`src/rtl/synapse_current_gen.sv`:
```
// Walks every neuron once per timestep. For each neuron it sums the spike-gated weights (exc) and forms
// lateral inhibition from the previous step's spikes (inh). Optional saturation is enabled by CURRENT_SAT_EN.
module synapse_current_gen #(
  parameter int          N_NEURON = 18,
  parameter int          N_INPUT  = 784,
  parameter int          W_WGT    = 16,
  parameter logic [24:0] INH_W    = 25'd65536,
  localparam int         AW       = $clog2(N_NEURON*N_INPUT),
  localparam int         NW       = (N_NEURON > 1) ? $clog2(N_NEURON) : 1,
  localparam int         IW       = (N_INPUT > 1) ? $clog2(N_INPUT) : 1,
  localparam int         PW       = $clog2(N_NEURON+1)
) (
  input  logic                clk,
  input  logic                rst_n,
  input  logic                i_start,
  input  logic                i_s_init,
  input  logic [N_INPUT-1:0]  i_in_spk,
  output logic [AW-1:0]       wgt_addr,
  output logic                wgt_ce,
  input  logic [W_WGT-1:0]    wgt_q,
  output logic                o_run,
  output logic signed [24:0]  o_exc_current,
  output logic signed [24:0]  o_inh_current,
  input  logic                i_valid,
  input  logic                i_spike,
  input  logic [4:0]          i_neuron_idx,
  output logic                o_busy,
  output logic                o_step_done,
  output logic [N_NEURON-1:0] o_spk_vec
);

  typedef enum logic [2:0] {
    S_IDLE  = 3'd0,
    S_ACCUM = 3'd1,
    S_DRAIN = 3'd2,
    S_ISSUE = 3'd3,
    S_WAIT  = 3'd4,
    S_DONE  = 3'd5
  } state_t;

  localparam logic [IW-1:0] LAST_I    = IW'(N_INPUT - 1);
  localparam logic [NW-1:0] LAST_N    = NW'(N_NEURON - 1);
  localparam logic [AW-1:0] N_INPUT_A = AW'(N_INPUT);

  function automatic logic [24:0] add_cur(input logic [24:0] a, input logic [24:0] b);
`ifdef CURRENT_SAT_EN
    logic [25:0] s;
    s = {1'b0, a} + {1'b0, b};
    if (s > 26'h0FFFFFF) begin
      return 25'h0FFFFFF;
    end else begin
      return s[24:0];
    end
`else
    return a + b;
`endif
  endfunction

  function automatic logic [24:0] inh_scale(input logic [PW-1:0] cnt);
`ifdef CURRENT_SAT_EN
    logic [PW+24:0] p;
    p = {{PW{1'b0}}, INH_W} * {{25{1'b0}}, cnt};
    if (p > {{PW{1'b0}}, 25'h0FFFFFF}) begin
      return 25'h0FFFFFF;
    end else begin
      return p[24:0];
    end
`else
    logic [24:0] c;
    c = 25'(cnt);
    return INH_W * c;
`endif
  endfunction

  function automatic logic [PW-1:0] popcnt(input logic [N_NEURON-1:0] v);
    logic [PW-1:0] c;
    c = '0;
    for (int k = 0; k < N_NEURON; k++) begin
      c = c + PW'(v[k]);
    end
    return c;
  endfunction

  function automatic logic [AW-1:0] addr_of(input logic [NW-1:0] n, input logic [IW-1:0] i);
    return AW'(n) * N_INPUT_A + AW'(i);
  endfunction

  state_t              state_q, state_d;
  logic [NW-1:0]       nidx_q, nidx_d;
  logic [IW-1:0]       iidx_q, iidx_d;
  logic [24:0]         acc_q, acc_d;
  logic [N_INPUT-1:0]  spk_in_q, spk_in_d;
  logic [N_NEURON-1:0] cur_spk_q, cur_spk_d;
  logic [N_NEURON-1:0] prev_spk_q, prev_spk_d;
  logic [N_NEURON-1:0] spk_vec_q, spk_vec_d;
  logic [24:0]         exc_q, exc_d;
  logic [24:0]         inh_q, inh_d;
  logic                rd_spk_q, rd_spk_d;
  logic                run_q, run_d;
  logic                done_q, done_d;
  logic                busy_q, busy_d;
  logic                ce_q, ce_d;
  logic [AW-1:0]       addr_q, addr_d;

  logic [24:0]         wgt_ext;
  logic [24:0]         acc_sum;
  logic [N_NEURON-1:0] others;

  // Fold the weight returned this cycle into the running sum when its spike bit was set.
  always_comb begin
    wgt_ext = {{(25-W_WGT){1'b0}}, wgt_q};
    if (rd_spk_q) begin
      acc_sum = add_cur(acc_q, wgt_ext);
    end else begin
      acc_sum = acc_q;
    end
  end

  // Neighbours that spiked last step, excluding the neuron being served.
  always_comb begin
    others         = prev_spk_q;
    others[nidx_q] = 1'b0;
  end

  // Next-state logic for the neuron walk.
  always_comb begin
    state_d    = state_q;
    nidx_d     = nidx_q;
    iidx_d     = iidx_q;
    acc_d      = acc_q;
    spk_in_d   = spk_in_q;
    cur_spk_d  = cur_spk_q;
    prev_spk_d = prev_spk_q;
    spk_vec_d  = spk_vec_q;
    exc_d      = exc_q;
    inh_d      = inh_q;
    case (state_q)
      S_IDLE: begin
        if (i_start && !i_s_init) begin
          spk_in_d  = i_in_spk;
          nidx_d    = '0;
          iidx_d    = '0;
          acc_d     = '0;
          cur_spk_d = '0;
          state_d   = S_ACCUM;
        end else begin
          state_d = S_IDLE;
        end
      end
      S_ACCUM: begin
        acc_d = acc_sum;
        if (iidx_q == LAST_I) begin
          iidx_d  = '0;
          state_d = S_DRAIN;
        end else begin
          iidx_d = iidx_q + IW'(1);
        end
      end
      S_DRAIN: begin
        acc_d   = acc_sum;
        exc_d   = acc_sum;
        inh_d   = inh_scale(popcnt(others));
        state_d = S_ISSUE;
      end
      S_ISSUE: begin
        state_d = S_WAIT;
      end
      S_WAIT: begin
        if (i_valid) begin
          // Out-of-range indices match no bit, so they are dropped but still advance the walk.
          for (int k = 0; k < N_NEURON; k++) begin
            cur_spk_d[k] = cur_spk_q[k] | (i_spike && (i_neuron_idx == 5'(k)));
          end
          if (nidx_q == LAST_N) begin
            spk_vec_d  = cur_spk_d;
            prev_spk_d = cur_spk_d;
            state_d    = S_DONE;
          end else begin
            nidx_d  = nidx_q + NW'(1);
            iidx_d  = '0;
            acc_d   = '0;
            state_d = S_ACCUM;
          end
        end else begin
          state_d = S_WAIT;
        end
      end
      S_DONE: begin
        nidx_d  = '0;
        state_d = S_IDLE;
      end
      default: begin
        state_d = S_IDLE;
      end
    endcase
  end

  // Output registers are loaded from the next state so each pulse lines up with its state.
  always_comb begin
    rd_spk_d = (state_q == S_ACCUM) && spk_in_q[iidx_q];
    run_d    = (state_d == S_ISSUE);
    done_d   = (state_d == S_DONE);
    busy_d   = (state_d != S_IDLE);
    ce_d     = (state_d == S_ACCUM);
    if (ce_d) begin
      addr_d = addr_of(nidx_d, iidx_d);
    end else begin
      addr_d = '0;
    end
  end

  // State and output registers; reset clears everything including last step's spikes.
  always_ff @(posedge clk or negedge rst_n) begin
    if (!rst_n) begin
      state_q    <= S_IDLE;
      nidx_q     <= '0;
      iidx_q     <= '0;
      acc_q      <= '0;
      spk_in_q   <= '0;
      cur_spk_q  <= '0;
      prev_spk_q <= '0;
      spk_vec_q  <= '0;
      exc_q      <= '0;
      inh_q      <= '0;
      rd_spk_q   <= 1'b0;
      run_q      <= 1'b0;
      done_q     <= 1'b0;
      busy_q     <= 1'b0;
      ce_q       <= 1'b0;
      addr_q     <= '0;
    end else begin
      state_q    <= state_d;
      nidx_q     <= nidx_d;
      iidx_q     <= iidx_d;
      acc_q      <= acc_d;
      spk_in_q   <= spk_in_d;
      cur_spk_q  <= cur_spk_d;
      prev_spk_q <= prev_spk_d;
      spk_vec_q  <= spk_vec_d;
      exc_q      <= exc_d;
      inh_q      <= inh_d;
      rd_spk_q   <= rd_spk_d;
      run_q      <= run_d;
      done_q     <= done_d;
      busy_q     <= busy_d;
      ce_q       <= ce_d;
      addr_q     <= addr_d;
    end
  end

  assign wgt_addr      = addr_q;
  assign wgt_ce        = ce_q;
  assign o_run         = run_q;
  assign o_exc_current = exc_q;
  assign o_inh_current = inh_q;
  assign o_busy        = busy_q;
  assign o_step_done   = done_q;
  assign o_spk_vec     = spk_vec_q;

endmodule

```
`config.mk`:
```
export PLATFORM = sky130hd
export DESIGN_NAME = synapse_current_gen
export DESIGN_NICKNAME = d
export VERILOG_FILES = /design/src/rtl/synapse_current_gen.sv
export SDC_FILE = /design/constraint.sdc
export NUM_CORES = 1
export LEC_CHECK = 0
export BUFFER_PORTS_ARGS = -buffer_cell sky130_fd_sc_hd__buf_2
export CAP_MARGIN = 25
export CORE_AREA = 4 4 346 348
export CTS_CLUSTER_SIZE = 8
export DETAILED_ROUTE_END_ITERATION = 16
export DIE_AREA = 0 0 350 352
export PLACE_DENSITY_LB_ADDON = 0.2
export SYNTH_ARGS = -nofsm -noshare
export SYNTH_HDL_FRONTEND = slang
export SYNTH_SLANG_ARGS = --single-unit
```
`constraint.sdc`:
```
create_clock -name clk -period 6.1 [get_ports clk]
set_clock_uncertainty 0.15 [all_clocks]
set_input_delay 0.61 -clock clk [delete_from_list [all_inputs] [get_ports clk]]
set_output_delay 0.61 -clock clk [all_outputs]
set_load 0.005 [all_outputs]
```
* After elaboration in Yosys (flattened, before gate mapping) *
Cells that the tools add are included.

cells by class
  $add $sub $neg = 21
  multipliers = 1
  div/mod/pow operators = 0
  magnitude comparators = 3
  equality and inequality tests = 30
  shifts and indexed selects = 0
  multiplexer cells = 27
  bitwise gates (word level) = 20
  reduce and logical (&&, ||, !) cells = 32

operators by type and width
  kind                     number
  $mux W25                 4
  $pmux W25 S3             1
  $add A5 B1 Y5            13
  $eq A5 B4 Y1 const B     8
  $mux W10                 4
  $mux W18                 2
  $pmux W18 S2             1
  $pmux W10 S3             1
  $add A25 B16 Y25         1
  $logic_and A1 B1 Y1      21
  $eq A5 B3 Y1 const B     4
  $and A18 B18 Y18         1
  $not A18 Y18             1
  $or A1 B1 Y1             18
  $eq A5 B5 Y1 const B     3
  $mux W5                  3
  $pmux W3 S5              1
  $pmux W5 S3              1
  $add A14 B10 Y14         1
  $mux W14                 1
  $lt A10 B11 Y1 const B   1
  $add A10 B1 Y10 const B  1
  $bmux W1 S10             1
  $eq A10 B10 Y1 const B   1
  26 further kinds         40

storage, ports and cells
  bits in registers = 912
  bits in latches = 0
  RAM bits = 0
  memory bits (read-only) = 0
  input bits = 811
  logic and storage cells = 149
  memories kept = 0

* Depth between registers and ports, before layout *
  word-level depth = 23
  gate-level depth with buffers = 21

* Worst setup path after synthesis *
OpenSTA, ideal clock, no wires.

  kind = reg-to-reg
  start point = reg nidx_q[3]
  end point = reg inh_q[20] (netlist: o_inh_current[20])
  setup time = 0.136 ns
  data arrival time = 4.462 ns
  required time = 5.814 ns
  slack = 1.352 ns
  cell stages (with the launch flop) = 16
  buffers on the path = 1
  cells stage by stage = dfrtp_1 -> clkbuf_1 -> nor2b_1 -> inv_1 -> o21ai_0 -> fa_1 -> fa_1 -> inv_1 -> fa_1 -> fa_1 -> fa_1 -> ha_1 -> fa_1 -> a21o_1 -> a21oi_1 -> o21ai_0

on the way
  cells in the longest elaborated chain, start to end = 23

RTL lines
  element                                                                    RTL line  text
  start: declaration                                                         89        logic [NW-1:0] nidx_q, nidx_d;
  start signal: assignment                                                   233       nidx_q <= nidx_d;
  $lt A5 B6 Y1 (not written as such) / $ge A5 B1 Y1 (equally long branches)  122       others[nidx_q] = 1'b0;
  $logic_and A1 B1 Y1 (not written as such)                                  122
  $mux W1 (not written as such)                                              122
  $demux W1 S5 *                                                             122
  $not A18 Y18 (no line) *                                                   n/a
  $and A18 B18 Y18 (no line) *                                               n/a
  $add A1 B1 Y2                                                              79        c = c + PW'(v[k]);
  $add A2 B1 Y3                                                              79
  $add A3 B1 Y4                                                              79
  $add A4 B1 Y5                                                              79
  $add A5 B1 Y5 (12 in series)                                               79
  $add A5 B1 Y5 *                                                            79
  end signal: assignment                                                     241       inh_q <= inh_d;
  end: declaration                                                           97        logic [24:0] inh_q, inh_d;

Every way passes the cells marked *; elsewhere a longest branch is shown, timed or not.
A chain may end at the register's enable or synchronous reset.

* Worst setup path in the final report *
  start point = reg nidx_q[0]
  end point = reg inh_q[20] (netlist: o_inh_current[20])

Same word-level chain as after synthesis.

==> flow_metrics.env <==
export IMPL_synthTopCellsByCount="dfrtp_1, mux2_2, mux4_2"
export IMPL_yosys_area_top_type_share_pct=52.9
export IMPL_post_cts_setup_buffers=0
export IMPL_syn_to_final_growth_pct=39.9
export IMPL_htree_num_levels=4
export IMPL_fmax_mhz=199
export IMPL_drc=0
export IMPL_r2r_slack_ns=1.06
export IMPL_synthCells=3051
export IMPL_synth_area_leaders="dfrtp_1, mux2_2, mux4_2"
export IMPL_grt_usage_pct=24.5
export IMPL_final_layout_size_suffix_gt1_share_pct=43.3
export IMPL_port_buffers=876
export IMPL_peakVddDrop_v=0.000300
export IMPL_slew_viol_final=0
export IMPL_fp_dieArea_um2=123000
export IMPL_post_route_period_util_pct=82.5
export IMPL_pwr_share_comb_pct=35.7
export IMPL_wirelength_um=152000
export IMPL_fp_dieH_um=352
export IMPL_p_int_mw=18.0
export IMPL_antenna_found_initial=70
export IMPL_min_period_ns=5.04
export IMPL_cts_tree="yes"
export IMPL_syn_area_per_cell_um2=14.1
export IMPL_crit_fanout=4
export IMPL_seqPwrFrac_pct=39.4
export IMPL_firstDrtPassIters=5
export IMPL_vias=32494
export IMPL_p_per_area_nw_per_um2=439
export IMPL_viasPerCell=5.16
export IMPL_yosysWarnings=0
export IMPL_grt_overflow=0
export IMPL_synthFlopType="dfrtp_1"
export IMPL_worst_hold_slack_ns=0.0576
export IMPL_clkPwrFrac_pct=24.9
export IMPL_antenna_left=0
export IMPL_p_sw_share_pct=32.1
export IMPL_start_util_pct=37.1
export IMPL_worstMarginPinSlew_ns=1.05
export IMPL_timing_slew_headroom_pct=30.2
export IMPL_cts_sinks=912
export IMPL_max_cap_violations=0
export IMPL_nFillCells=9995
export IMPL_synth_edf_count=0
export IMPL_fin_nets=5550
export IMPL_hp_class="in2reg"
export IMPL_cts_buffers=132
export IMPL_setup_violations=0
export IMPL_gp_congestion=0.830
export IMPL_clock_latency_ns=0.71
export IMPL_die_x_um=350
export IMPL_required_ns=6.52
export IMPL_grt_pass1_vias=35756
export IMPL_arrival_ns=5.46
export IMPL_power_switching_mw=8.50
export IMPL_p_total_mw=26.5
export IMPL_clk_pin_slew_ns=0.05
export IMPL_outcome="finished clean"
export IMPL_place_hpwl_um=106000
export IMPL_max_clock_path_buffers=3
export IMPL_cts_root_buf="clkbuf_16"
export IMPL_routedWlPerCell_um=24.2
export IMPL_ys_ff_latch=912
export IMPL_critPathKind="reg2reg"
export IMPL_setup_tns_ns=0
export IMPL_rows=125
export IMPL_drt_initial_drc_count=1829
export IMPL_grt_pass1_wl_um=227000
export IMPL_hold_viol_final=0
export IMPL_synth_cell_types=74
export IMPL_io_pins=897
export IMPL_cp_end_kind="flop"
export IMPL_ys_async_sr_fraction_pct=100
export IMPL_rsz0062_at_grt="no"
export IMPL_coreArea_um2=116000
export IMPL_syn_area_um2=43100
export IMPL_yosysTopAreaCell="dfrtp_1"
export IMPL_seq_area_frac_synth_pct=52.9
export IMPL_synth_most_common_cell="dfrtp_1"
export IMPL_start_kind="flop"
export IMPL_total_leakage_power_nw=26.9
export IMPL_grt_start_max_net_pins=158
-- cell families (layout without fill, tap and decap cells) --
group / after synthesis / in the layout / share of synthesized area, %
AO/OA/AOI/OAI: 404 / 404 / 6.19
buffers and inverters: 259 / 1886 / 3.17
XOR/XNOR: 33 / 33 / 0.670
multiplexers: 1054 / 1054 / 31.4
flip-flops: 912 / 912 / 52.9
AND/OR/NAND/NOR: 328 / 328 / 3.65
other: 1 / 91 / 0.00870
adder cells (fa/ha/maj): 60 / 60 / 2.00
-- cell type report --
cell class | instances | area, µm² | share of cell area [%]
Sequential cell | 912 | 22800 | 37.9
Multi-Input combinational cell | 1899 | 19000 | 31.6
Timing Repair Buffer | 1698 | 12700 | 21.0
Clock buffer | 142 | 3430 | 5.69
Tap cell | 1524 | 1910 | 3.16
Antenna cell | 71 | 178 | 0.294
Inverter | 36 | 135 | 0.224
Clock inverter | 10 | 125 | 0.207
-- worst paths after layout --
| kind | cells after the start | from | endpoint |
|---|---|---|---|
| setup / recovery | 16 | nidx_q[0]$_DFF_PN0_ | o_inh_current[20]$_DFFE_PN0P_ |
| hold / removal | 2 | i_in_spk[621] | spk_in_q[621]$_DFFE_PN0P_ |
| setup reg to reg | 16 | nidx_q[0]$_DFF_PN0_ | o_inh_current[20]$_DFFE_PN0P_ |
| hold reg to reg | 2 | o_exc_current[23]$_DFFE_PN0P_ | o_exc_current[23]$_DFFE_PN0P_ |
| max in group asynchronous | 3 | rst_n | spk_in_q[243]$_DFFE_PN0P_ |
| min in group asynchronous | 2 | rst_n | spk_in_q[776]$_DFFE_PN0P_ |
-- flip-flops by register name, indices dropped and copies added (netlist names) --
signal,count
acc_q,25
wgt_addr,14
state_q,3
wgt_ce,1
o_exc_current,25
cur_spk_q,18
iidx_q,10
o_busy,1
o_run,1
o_step_done,1
o_spk_vec,18
rd_spk_q,1
o_inh_current,5
nidx_q,5
spk_in_q,784
-- through the flow --
step / instances / cell area (µm²) / utilization [%] / worst slack (ns)
floorplan: 3070 / 43200 / - / 1.35
global placement: 5297 / 48800 / 42.0 / 1.18
detailed placement: 5297 / 48800 / 42.0 / 1.08
CTS: 6220 / 60100 / 51.7 / 1.07
global route: 6278 / 60300 / 51.9 / 0.815
finish: 6292 / 60300 / 51.9 / 1.06
-- worst max-delay path, stage by stage, from the launching register on --
cell and delay (ns):
dfrtp_1 0.40, inv_1 0.11, ha_1 0.18, nor2b_1 0.31, a21boi_0 0.18, fa_1 0.51
inv_1 0.06, fa_1 0.47, inv_1 0.05, fa_1 0.46, fa_1 0.51, fa_1 0.42
ha_1 0.23, fa_1 0.46, a21o_1 0.19, a21oi_1 0.14, o21ai_0 0.08
-- routing by layer --
layer / vias to the layer above / GRT usage (%) / part of all wire, %
li1: 14618 / - / -
met1: 16513 / 30.5 / 41
met2: 1030 / 42.0 / 50
met3: 317 / 5.16 / 5.4
met4: 16 / 8.62 / 3.3
met5: - / 0 / 0.062
-- power groups by stage --
stage	combinational [mW]	clock, mW	sequential, mW
floorplan	6.98	0	9.70
global placement	9.01	0	10.4
detailed placement	9.13	0	10.5
CTS	9.58	6.78	10.4
global route	10.2	7.02	10.8
finish	9.46	6.61	10.4
-- repair_timing --
action,4_1_cts,5_1_grt
hold buffers,771,0
endpoints found under the hold margin,836,0
gates resized for setup,0,0
-- layout by cell type (no fill, tap or decap), types with 8 or more instances in the layout --
| cell | instances |
|---|---|
| dfrtp_1 | 906 |
| buf_2 | 875 |
| mux2_2 | 788 |
| dlygate4sd3_1 | 771 |
| mux4_2 | 138 |
| clkbuf_16 | 135 |
| mux2i_1 | 111 |
| nand2_1 | 102 |
| a21oi_1 | 95 |
| o21ai_0 | 89 |
| nor2_1 | 76 |
| diode_2 | 71 |
| ha_1 | 45 |
| buf_4 | 37 |
| a22oi_1 | 35 |
| o221ai_1 | 34 |
| inv_1 | 32 |
| a22o_1 | 26 |
| nand3_1 | 25 |
| xnor2_1 | 25 |
| nor3_1 | 24 |
| nor2b_1 | 21 |
| conb_1 | 20 |
| a21o_1 | 18 |
| mux4_1 | 16 |
| fa_1 | 15 |
| nand2b_1 | 14 |
| a31oi_1 | 14 |
| buf_12 | 13 |
| o22ai_1 | 12 |
| and3_1 | 10 |
| and2_1 | 10 |
| a211oi_1 | 10 |
| a21boi_0 | 9 |
| or2_2 | 8 |
| xor2_1 | 8 |
| o21ai_1 | 8 |
No activity file was read; power rests on OpenSTA's default activity.
